[src/rtl/rx_nrzi_unstuff_if.sv]
`default_nettype none
// ============================================================================
//  Module      : rx_nrzi_unstuff_if
//  Description : Bundle between the USB receive line sampler (timer / edge
//                detector side) and the NRZI decode / bit-unstuff stage.
//                  d_plus_sync  - synchronized D+ level (idle/J = 1)
//                  shift_enable - one-cycle bit-centre strobe from the timer
//                  rcving       - packet-in-progress flag from the RCU
//                  rx_byte      - last completed decoded byte
//                  byte_valid   - one-cycle pulse, rx_byte just updated
//                  stuff_err    - sticky stuff-bit violation flag
//                  align_err    - one-cycle pulse, packet ended mid-byte
//                Modport slave is the decoder, master is the surrounding logic.
//  Revision    : 1.0  initial release
// ============================================================================
interface rx_nrzi_unstuff_if #(
    parameter int DATA_W = 8
);
    logic              d_plus_sync;
    logic              shift_enable;
    logic              rcving;
    logic [DATA_W-1:0] rx_byte;
    logic              byte_valid;
    logic              stuff_err;
    logic              align_err;

    modport slave (
        input  d_plus_sync,
        input  shift_enable,
        input  rcving,
        output rx_byte,
        output byte_valid,
        output stuff_err,
        output align_err
    );

    modport master (
        output d_plus_sync,
        output shift_enable,
        output rcving,
        input  rx_byte,
        input  byte_valid,
        input  stuff_err,
        input  align_err
    );
endinterface
`default_nettype wire

[src/rtl/rx_nrzi_unstuff.sv]
`default_nettype none
// ============================================================================
//  Module      : rx_nrzi_unstuff
//  Description : USB receive stage. On each shift_enable strobe while a
//                packet is in progress it NRZI-decodes d_plus_sync, drops
//                stuff bits after STUFF_LEN consecutive 1s, assembles
//                LSB-first words of DATA_W bits and pulses byte_valid for
//                each completed word.
//  Ports       : clk, rst (sync, active-high), bus (rx_nrzi_unstuff_if.slave)
//  Option      : RX_STUFF_CHECK_EN - when defined, a stuff bit that decodes
//                as 1 raises stuff_err and parks the FSM in ERR until rcving
//                drops; when undefined stuff bits are dropped unchecked and
//                stuff_err is tied low.
//  Revision    : 1.0  initial release
// ============================================================================
module rx_nrzi_unstuff #(
    parameter int DATA_W    = 8,
    parameter int STUFF_LEN = 6
) (
    input  wire logic           clk,
    input  wire logic           rst,
    rx_nrzi_unstuff_if.slave    bus
);
    localparam int CNT_W  = (DATA_W > 1) ? $clog2(DATA_W) : 1;
    localparam int ONES_W = $clog2(STUFF_LEN + 1);

    typedef enum logic [1:0] {
        ST_IDLE = 2'd0,
        ST_RECV = 2'd1,
        ST_ERR  = 2'd2
    } state_t;

    state_t            r_state,     w_state_nxt;
    logic              r_prev_line, w_prev_nxt;
    logic [ONES_W-1:0] r_ones,      w_ones_nxt;
    logic [CNT_W-1:0]  r_bit_cnt,   w_bit_nxt;
    logic [DATA_W-1:0] r_shreg,     w_shreg_nxt;
    logic [DATA_W-1:0] r_rx_byte,   w_byte_nxt;
    logic              r_valid,     w_valid_nxt;
    logic              r_align,     w_align_nxt;

    logic              w_dec_bit;
    logic [DATA_W-1:0] w_shreg_shift;

    // NRZI: no transition means a 1
    assign w_dec_bit     = (bus.d_plus_sync == r_prev_line);
    assign w_shreg_shift = {w_dec_bit, r_shreg[DATA_W-1:1]};

    always_comb begin
        w_state_nxt = r_state;
        w_prev_nxt  = r_prev_line;
        w_ones_nxt  = r_ones;
        w_bit_nxt   = r_bit_cnt;
        w_shreg_nxt = r_shreg;
        w_byte_nxt  = r_rx_byte;
        w_valid_nxt = 1'b0;
        w_align_nxt = 1'b0;

        case (r_state)
            ST_IDLE: begin
                if (bus.rcving) begin
                    w_state_nxt = ST_RECV;
                end
            end

            ST_RECV: begin
                // rcving dropping wins over a coincident strobe
                if (!bus.rcving) begin
                    w_state_nxt = ST_IDLE;
                    w_prev_nxt  = 1'b1;
                    w_ones_nxt  = '0;
                    w_bit_nxt   = '0;
                    w_shreg_nxt = '0;
                    w_align_nxt = (r_bit_cnt != '0);
                end else if (bus.shift_enable) begin
                    w_prev_nxt = bus.d_plus_sync;
                    if (r_ones == ONES_W'(STUFF_LEN)) begin
                        // stuff bit: consumed for line history only
                        w_ones_nxt = '0;
`ifdef RX_STUFF_CHECK_EN
                        if (w_dec_bit) begin
                            w_state_nxt = ST_ERR;
                        end
`endif
                    end else begin
                        w_shreg_nxt = w_shreg_shift;
                        w_ones_nxt  = w_dec_bit ? (r_ones + 1'b1) : '0;
                        if (r_bit_cnt == CNT_W'(DATA_W - 1)) begin
                            w_bit_nxt   = '0;
                            w_byte_nxt  = w_shreg_shift;
                            w_valid_nxt = 1'b1;
                        end else begin
                            w_bit_nxt = r_bit_cnt + 1'b1;
                        end
                    end
                end
            end

            ST_ERR: begin
                if (!bus.rcving) begin
                    w_state_nxt = ST_IDLE;
                    w_prev_nxt  = 1'b1;
                    w_ones_nxt  = '0;
                    w_bit_nxt   = '0;
                    w_shreg_nxt = '0;
                end
            end

            default: begin
                w_state_nxt = ST_IDLE;
            end
        endcase
    end

    always_ff @(posedge clk) begin
        if (rst) begin
            r_state     <= ST_IDLE;
            r_prev_line <= 1'b1;
            r_ones      <= '0;
            r_bit_cnt   <= '0;
            r_shreg     <= '0;
            r_rx_byte   <= '0;
            r_valid     <= 1'b0;
            r_align     <= 1'b0;
        end else begin
            r_state     <= w_state_nxt;
            r_prev_line <= w_prev_nxt;
            r_ones      <= w_ones_nxt;
            r_bit_cnt   <= w_bit_nxt;
            r_shreg     <= w_shreg_nxt;
            r_rx_byte   <= w_byte_nxt;
            r_valid     <= w_valid_nxt;
            r_align     <= w_align_nxt;
        end
    end

    assign bus.rx_byte    = r_rx_byte;
    assign bus.byte_valid = r_valid;
    assign bus.align_err  = r_align;

    // ERR is only ever entered through a violation and left on IDLE entry,
    // so the sticky flag is exactly "FSM is in ERR".
`ifdef RX_STUFF_CHECK_EN
    assign bus.stuff_err = (r_state == ST_ERR);
`else
    assign bus.stuff_err = 1'b0;
`endif

endmodule
`default_nettype wire

[src/flat_wrapper.sv]
// flat-port wrapper written by rule: the top's interface ports become plain ports
module rx_nrzi_unstuff_flat 
#(
    parameter int DATA_W    = 8,
    parameter int STUFF_LEN = 6
)
  (clk, rst, bus_d_plus_sync, bus_shift_enable, bus_rcving, bus_rx_byte, bus_byte_valid, bus_stuff_err, bus_align_err);
  rx_nrzi_unstuff_if #(.DATA_W(DATA_W)) bus_i ();
  input  wire logic clk;
  input  wire logic rst;
  input wire logic [$bits(bus_i.d_plus_sync)-1:0] bus_d_plus_sync;
  input wire logic [$bits(bus_i.shift_enable)-1:0] bus_shift_enable;
  input wire logic [$bits(bus_i.rcving)-1:0] bus_rcving;
  output wire logic [$bits(bus_i.rx_byte)-1:0] bus_rx_byte;
  output wire logic [$bits(bus_i.byte_valid)-1:0] bus_byte_valid;
  output wire logic [$bits(bus_i.stuff_err)-1:0] bus_stuff_err;
  output wire logic [$bits(bus_i.align_err)-1:0] bus_align_err;
  assign bus_i.d_plus_sync = bus_d_plus_sync;
  assign bus_i.shift_enable = bus_shift_enable;
  assign bus_i.rcving = bus_rcving;
  assign bus_rx_byte = bus_i.rx_byte;
  assign bus_byte_valid = bus_i.byte_valid;
  assign bus_stuff_err = bus_i.stuff_err;
  assign bus_align_err = bus_i.align_err;
  rx_nrzi_unstuff #(.DATA_W(DATA_W), .STUFF_LEN(STUFF_LEN)) u_core (.clk(clk), .rst(rst), .bus(bus_i));
endmodule
[config.mk]
export PLATFORM = sky130hd
export DESIGN_NAME = rx_nrzi_unstuff_flat
export DESIGN_NICKNAME = d
export VERILOG_FILES = /design/src/rtl/rx_nrzi_unstuff_if.sv /design/src/rtl/rx_nrzi_unstuff.sv /design/src/flat_wrapper.sv
export SDC_FILE = /design/constraint.sdc
export NUM_CORES = 1
export LEC_CHECK = 0
export CORE_UTILIZATION = 55
export DETAILED_ROUTE_END_ITERATION = 10
export GPL_ROUTABILITY_DRIVEN = 1
export PLACE_DENSITY_LB_ADDON = 0.25
export SYNTH_ARGS = -nofsm -noshare
export SYNTH_HDL_FRONTEND = slang
export SYNTH_SLANG_ARGS = --single-unit
[constraint.sdc]
create_clock -name clk -period 3.95 [get_ports clk]
set_input_delay 1.185 -clock clk [delete_from_list [all_inputs] [get_ports clk]]
set_output_delay 1.185 -clock clk [all_outputs]
set_load 0.005 [all_outputs]
## Yosys cells after proc, flatten, opt, wreduce, memory -nomap -nowiden

Cells that the tools add are included.

| operators by class | value |
|---|---|
| add/subtract/negate cells | 2 |
| multiplexer cells | 24 |
| bitwise logic cells | 4 |
| eq/ne operators | 10 |
| reduce and logical (&&, ||, !) cells | 10 |

Operator list:

| kind | count |
|---|---|
| 2-to-1 mux 8 bit | 4 |
| 2-to-1 mux 3 bit | 9 |
| case mux 8 bit (2 select lines) | 1 |
| case mux 3 bit (2 select lines) | 2 |
| adder 3 x 1 -> 3 bit (second input constant) | 2 |
| == test 3 bit (second input constant) | 2 |
| != test 2 bit (second input constant) | 3 |
| != test 3 bit (second input constant) | 2 |
| AND reduction 5 bit | 1 |
| OR reduction 5 bit | 1 |
| 2-to-1 mux 1 bit | 4 |
| 2-to-1 mux 2 bit | 2 |
| NOT 1 bit | 4 |
| case mux 2 bit (2 select lines) | 1 |
| AND reduction 4 bit | 1 |
| AND reduction 3 bit | 1 |
| nonzero test 3 bit | 1 |
| OR reduction 3 bit | 1 |
| == test 2 x 1 -> 1 bit (second input constant) | 1 |
| == test 2 bit (second input constant) | 1 |
| logical NOT 2 bit | 1 |
| case mux 1 bit (2 select lines) | 1 |
| AND reduction 2 bit | 1 |
| nonzero test 2 bit | 1 |
| other kinds (2) | 2 |

| storage, ports and cells | value |
|---|---|
| word-level logic and storage cells | 58 |
| register bits after elaboration | 27 |
| output and inout bits | 11 |
| bits of input ports | 5 |

## Longest topological paths before layout

Gate-level depths: netlist of the first run.

| logic depth | value |
|---|---|
| depth in word-level cells | 6 |
| mapped depth | 7 |

## Least setup slack after synthesis of the first run

Ideal clock, no wire load.

| path | value |
|---|---|
| path kind | input to register |
| from | input bus_rcving |
| to | register u_core.r_shreg[7] |
| library setup time | 0.071 ns |
| required time | 3.879 ns |
| path slack | 1.827 ns |
| arrival time | 2.052 ns |
| stages on the path | 6 |
| cell sequence | ha_1 -> nand3_1 -> and3_1 -> clkbuf_1 -> nand3_1 -> a21oi_1 |

| on the way | value |
|---|---|
| cells in the longest elaborated chain, start to end | 2 |
| elaborated cells on any way between the ends | 6 |

Ends and longest elaborated chain:

| what | line | text |
|---|---|---|
| start, declared | flat_wrapper.sv:13 | `input wire logic [$bits(bus_i.rcving)-1:0] bus_rcving;` |
| != test 3 bit (no source line) (tied with other cells) | n/a |  |
| AND reduction 4 bit (no source line) / case mux 8 bit (2 select lines) (equally long branches) | n/a |  |
| end signal, assigned | rx_nrzi_unstuff.sv:130 | `r_shreg <= w_shreg_nxt;` |
| end, declared | rx_nrzi_unstuff.sv:37 | `logic [DATA_W-1:0] r_shreg, w_shreg_nxt;` |

Several ways; a longest one is shown, not always the timed one.
A chain may end at the register's enable or synchronous reset.

## Worst setup path in the final report of the first run

| path | value |
|---|---|
| from | input bus_rcving |
| to | register u_core.r_bit_cnt[0] |

| on the way | value |
|---|---|
| cells in the longest elaborated chain, start to end | 2 |
| elaborated cells on any way between the ends | 6 |

Ends and longest elaborated chain:

| what | line | text |
|---|---|---|
| != test 3 bit (no source line) (tied with other cells) | n/a |  |
| AND reduction 4 bit (no source line) / case mux 3 bit (2 select lines) (equally long branches) | n/a |  |
| end signal, assigned | rx_nrzi_unstuff.sv:129 | `r_bit_cnt <= w_bit_nxt;` |
| end, declared | rx_nrzi_unstuff.sv:36 | `logic [CNT_W-1:0] r_bit_cnt, w_bit_nxt;` |

Several ways; a longest one is shown, not always the timed one.

==> flow_summary_export.csv, run 1 <==
group,metric,value,unit
status,status,"finished clean",
logic_synthesis,synth_top_area_share,46.1,%
hold_path,hold_depth,2,
pwr,powerDensity,373,mW/mm^2
die,initial_core_util,60.8,%
global_routing,grt_first_pass_wirelength,2950,um
cells_and_area,final_common_cell,"dfxtp_1",
hold_path,hold_path.class,"reg -> reg",
sta,relSlewSlack,41.8,%
cells_and_area,fin_cells,154,
worst_setup_path,crit_fanout,13,
cts,post_cts_buffers,0,
cts,postCtsHoldBufs,0,
global_routing,grt_util_met2,31.4,%
global_routing,met3_usage,4.31,%
global_routing,antenna_found_initial,0,
cells_and_area,area_growth,14.8,%
worst_setup_path,r2r_cells,6,
worst_setup_path,crit_path_end_kind,"flip-flop",
cts,clk_pin_slew,140,ps
sta,slew_viol_final,0,
route,route.detailed.drc,0,
cells_and_area,final_cell_area,0.00124,mm^2
worst_setup_path,path_depth,6,
cts,worstSkewPairLatency,320,ps
pwr,p_seq_share,59.7,%
pwr,p_int,0.328,mW
route,vias,808,
worst_setup_path,crit_path_start_kind,"primary input",
cells_and_area,drive_above_1_share,8.53,%
logic_synthesis,syn_nets,131,
global_routing,met1_usage,23.0,%
sta,fin_crit,2970,ps
cts,cts_resized,0,
cells_and_area,n_antenna_cell,0,
logic_synthesis,synth_area,0.00108,mm^2
route,drt-vias-per-instance,5.25,
route,drt_iter0_drc,14,
sta,setup_viol,0,
global_routing,grt_use_total,19.0,%
flow_run,max-cap-violations,0,
pwr,p_comb_share,15.5,%
cts,cts_buffer_depth,2,
route,dr.pass1.iters,4,
global_routing,grt_pass1_vias,717,
route,routed_wl,1790,um
global_routing,busiest_layer,"met2",
logic_synthesis,yosys_warnings,0,
worst_setup_path,arrival,3210,ps
logic_synthesis,syn_avg_cell_area,9.12,um^2
worst_setup_path,slowest_stage,"clkdlybuf4s50_1",
sta,post-route-period-util,75.1,%
cts,cts.sinks,25,
die,die_y,46.4,um
cts,cts_root_buffer,"clkbuf_4",
route,wl_per_cell,11.6,um
worst_setup_path,path_cells,"clkdlybuf4s50_1 > ha_1 > nand3_1 > nand3_1 > or4_4 > a21oi_2",
worst_setup_path,crit_type,"in -> reg",
die,num_rows,15,
place,port_buffers,14,
sta,fmax,337,MHz
global_routing,gr-total-overflow,0,
die,dieArea,0.00215,mm^2
cts,cts_tree,"done",
pwr,leakage,0.441,nW
logic_synthesis,synth_area_leader_cell,"dfxtp_1",
worst_setup_path,max_stage_delay,640,ps
sta,timing.final.hold_violations,0,
die,die_w,46.4,um
place,placed_cell_area,0.00121,mm^2
logic_synthesis,seq_area_frac_synth,46.1,%
cts,cts_buffers,3,
sta,fin_setup_tns,0,ps
place,place_congestion,0.717,
place,hpwl,1290,um
worst_setup_path,cpMostUsedCell,"nand3_1",
worst_setup_path,path_buf_inv,1,
cells_and_area,fin_nets,142,
worst_setup_path,worst_ep_required_time,4190,ps
pwr,worst_ir_drop_vdd,0.000253,V
pwr,p_clk_share,24.8,%
cts,h-tree-depth,1,
sta,rsz0062_at_grt,"false",
global_routing,grt_max_degree,26,
route,drtAntennaViolNets,0,
die,coreArea,0.00178,mm^2
sta,fin_skew,9.34,ps
place,dpl.cell_count,150,
pwr,power.net_switching,0.137,mW
cells_and_area,final_cell_mix,"dfxtp_1, nand2_1, clkdlybuf4s50_1",
die,num_io_pins,16,
logic_synthesis,synth_area_leaders,"dfxtp_1, ha_1, mux2i_1",
sta,tightest_slew,871,ps
logic_synthesis,ys_ff_latch,25,
worst_setup_path,critPathTopFamily,"simple AND/OR/NAND/NOR gates",
logic_synthesis,synthCells,119,
logic_synthesis,synth.distinct_cells,29,
pwr,p_sw_share,29.4,%
## power by group through the flow
| stage | clock (mW) | sequential [mW] | combinational [mW] |
|---|---|---|---|
| after global placement | 0 | 0.282 | 0.0691 |
| after floorplan | 0 | 0.279 | 0.0593 |
| final | 0.115 | 0.277 | 0.0718 |
| after CTS | 0.121 | 0.277 | 0.0723 |
| after global routing | 0.129 | 0.279 | 0.0820 |
| after detailed placement | 0 | 0.282 | 0.0720 |
## path summary, 6_finish.rpt
kind / end / slack (ps) / startpoint
worst max-delay path: u_core.r_bit_cnt[0] / 980 / bus_rcving
worst min-delay path: u_core.r_shreg[1] / 470 / u_core.r_shreg[1]
worst max register to register: u_core.bus.rx_byte[6] / 2140 / u_core.r_ones[0]
worst min register to register: u_core.r_shreg[1] / 470 / u_core.r_shreg[1]
## layer usage
layer  vias to the layer above  part of all wire, %
met5                         -                    0
met4                         0                 0.89
met3                         2                  2.8
met2                        14                   46
met1                       368                   50
li1                        424                    -
## synthesized netlist by cell type
cell type  count
inv_2          1
o21bai_1       1
a21boi_2       1
or4_1          1
inv_1          4
and4_1         1
or3_1          2
xnor2_2        1
a21oi_2        1
nand2_2        1
a31oi_1        1
a21oi_1       12
or4_4          1
nand4_1        1
mux2i_1        8
nor3_1         1
and3_1         1
ha_1           7
dfxtp_1       25
xor2_1         1
nor2b_1        2
nand3_1       11
nor2_1         9
conb_1         1
buf_4          3
nand2b_2       1
clkbuf_1       5
nor3b_1        1
nand2_1       14
## area by class of cell
type                    instances  area (um^2)
fillers                       143          538
multi-input cells              81          524
flip-flops and latches         25          500
repair buffers                 14          140
well taps                      25         31.3
clock buffers                   3         22.5
inverters                       5         18.8
clock inverters                 1         7.51
## metrics by stage
| stage | worst slack, ps | hold WS [ps] | power (mW) | utilization (%) |
|---|---|---|---|---|
| floorplan | 1830 | 432 | 0.338 | - |
| global route | 880 | 503 | 0.490 | 69.8 |
| global placement | 698 | 446 | 0.351 | 68.1 |
| finish | 982 | 472 | 0.464 | 69.8 |
| detailed placement | 668 | 458 | 0.354 | 68.1 |
| CTS | 1010 | 477 | 0.470 | 69.8 |
## flip-flops by register name, summed over array words and instances (netlist names)
| register | flops |
|---|---|
| u_core.bus.rx_byte | 8 |
| u_core.r_prev_line | 1 |
| u_core.bus.byte_valid | 1 |
| u_core.bus.align_err | 1 |
| u_core.r_shreg | 7 |
| u_core.r_bit_cnt | 3 |
| u_core.r_ones | 3 |
| u_core.r_state | 1 |
## tightest hold or removal path, cell delays in order (launching register included)
cell and delay [ps]:
dfxtp_1 340, nand2_1 50, a21oi_1 50
## cells by family (layout without fill, tap and decap cells)
logic type	after synthesis	count (layout)	share of synthesized area (%)
flops	25	25	46.1
xor+xnor	2	2	2.31
other cells	1	1	0.346
fa+ha+maj	7	7	8.07
simple gates	47	47	21.6
compound gates	16	16	8.65
buf+inv	13	23	5.54
mux	8	8	7.38
Power figures use the tool's default switching activity.
==> inputs of run 2 (changes only) <==
- CORE_UTILIZATION: 55 -> 52
- clock period: 3.95 -> 3 ns (I/O delays scaled with it)
==> run 2 against run 1 <==
Against the previous run: clock power is 28% higher; clock skew shrank 4.3 ps; total power rose by 34%; sequential share of layout area down 0.48 points; non-clock buffer count is 2 higher.
==> flow_summary_export.csv, run 2 (synthesis gave the netlist of run 1 again) <==
group,metric,value,unit
global_routing,grt_first_pass_wirelength,2750,um
cells_and_area,fin_nets,144,
place,place_congestion,0.747,
place,hpwl,1260,um
route,drt-vias-per-instance,5.27,
worst_setup_path,crit_path_start_kind,"primary input",
place,placed_cell_area,0.00123,mm^2
global_routing,grt_pass1_vias,640,
route,vias,833,
cells_and_area,final_cell_mix,"dfxtp_1, nand2_1, clkdlybuf4s50_1",
cts,cts_buffer_depth,2,
global_routing,antenna_found_initial,0,
route,wl_per_cell,11.5,um
worst_setup_path,max_stage_delay,550,ps
sta,slew_viol_final,0,
worst_setup_path,worst_ep_required_time,3190,ps
die,coreArea,0.00196,mm^2
worst_setup_path,slowest_stage,"and4_1",
cts,cts_resized,0,
worst_setup_path,crit_path_end_kind,"flip-flop",
cells_and_area,n_antenna_cell,0,
cts,cts.sinks,25,
pwr,leakage,0.454,nW
status,status,"finished clean",
hold_path,hold_path.class,"reg -> reg",
worst_setup_path,path_buf_inv,1,
die,die_y,47.7,um
global_routing,grt_use_total,17.4,%
flow_run,max-cap-violations,0,
cells_and_area,final_cell_area,0.00126,mm^2
sta,timing.final.hold_violations,0,
die,initial_core_util,55.3,%
place,port_buffers,14,
cts,cts_tree,"done",
die,die_w,47.7,um
place,pre_cts_ws,428,ps
route,route.detailed.drc,0,
route,dr.pass1.iters,4,
sta,relSlewSlack,41.0,%
global_routing,gr-total-overflow,0,
worst_setup_path,path_cells,"clkdlybuf4s50_1 > a21boi_2 > and4_1 > mux2i_1 > nor2_1",
route,drt_iter0_drc,21,
sta,fin_ws,757,ps
cells_and_area,largest_reg_flops,8,
die,dieArea,0.00227,mm^2
cts,worstSkewPairLatency,310,ps
worst_setup_path,r2r_start,"u_core.r_ones[0]",
sta,fin_skew,4.99,ps
sta,setup_viol,0,
sta,tightest_slew,882,ps
sta,post-route-period-util,74.8,%
route,drtAntennaViolNets,0,
sta,fmax,446,MHz
worst_setup_path,critPathTopFamily,"simple AND/OR/NAND/NOR gates",
cells_and_area,fillers,198,
route,routed_wl,1810,um
hold_path,hold_start,"u_core.r_shreg[1]",
sta,rsz0062_at_grt,"false",
cts,post_cts_buffers,0,
worst_setup_path,startpoint,"bus_rcving",
worst_setup_path,arrival,2430,ps
cts,clk_pin_slew,130,ps
cts,cts_buffers,3,
worst_setup_path,crit_fanout,9,
die,num_io_pins,16,
cells_and_area,drive_above_1_share,9.92,%
pwr,worst_ir_drop_vdd,0.000409,V
sta,fin_setup_tns,0,ps
cells_and_area,area_growth,16.1,%
worst_setup_path,crit_type,"in -> reg",
pwr,powerDensity,494,mW/mm^2
cts,h-tree-depth,1,
die,num_rows,16,
global_routing,grt_max_degree,26,
cells_and_area,final_common_cell,"dfxtp_1",
cts,postCtsHoldBufs,0,
sta,fin_crit,2240,ps
cts,cts_root_buffer,"clkbuf_4",
run 2: cell types whose count changed in the layout (fill, tap and decap cells not counted), sizes merged:
cell,before,now
buf,0,2
clkinv,0,1
clkinvlp,1,0
run 2: cell type report:
cell class	count	area, um^2	share of cell area (%)
Clock buffer	3	22.5	1.79
Clock inverter	1	5.00	0.397
Inverter	5	18.8	1.49
Multi-Input combinational cell	81	524	41.6
Sequential cell	25	500	39.7
Tap cell	27	33.8	2.68
Timing Repair Buffer	16	155	12.3
run 2: worst register-to-register path: cells and delay by family (launching register included):
family	cells	cell delay (ps)
muxes	1	250
and+or+nand+nor	2	600
adders and majority gates	1	220
buffers and inverters	1	60
DFF	1	390
AOI/OAI and AO/OA	1	190
run 2: path summary, 6_finish.rpt:
kind | end | slack, ps | cells past startpoint
max reg2reg | u_core.bus.rx_byte[2] | 1170 | 6
min reg2reg | u_core.r_shreg[1] | 460 | 2
min | u_core.r_shreg[1] | 460 | 2
max | u_core.bus.rx_byte[2] | 760 | 5
run 2: through the flow:
stage	hold slack (ps)	total power, mW	std cells	util (%)
floorplan	432	0.452	119	-
global placement	440	0.478	154	62.8
detailed placement	449	0.481	154	62.8
CTS	466	0.628	158	64.2
global route	502	0.662	158	64.2
finish	464	0.622	158	64.2
run 2: metal layers:
metal	vias to the layer above	wire length [um]	share of wire (%)	global-route usage (%)
li1	422	-	-	-
met1	383	877	48	24.0
met2	22	839	46	27.1
met3	6	70	3.9	3.40
met4	0	24	1.3	6.67
met5	-	0	0	0
run 2: where the power goes:
group / switching [mW] / internal (mW) / total (mW) / leakage, nW
Combinational: 0.0654 / 0.0432 / 0.109 / 0.234
Clock: 0.0971 / 0.0499 / 0.147 / 0.0177
Sequential: 0.0211 / 0.346 / 0.367 / 0.202
Total: 0.184 / 0.439 / 0.622 / 0.454
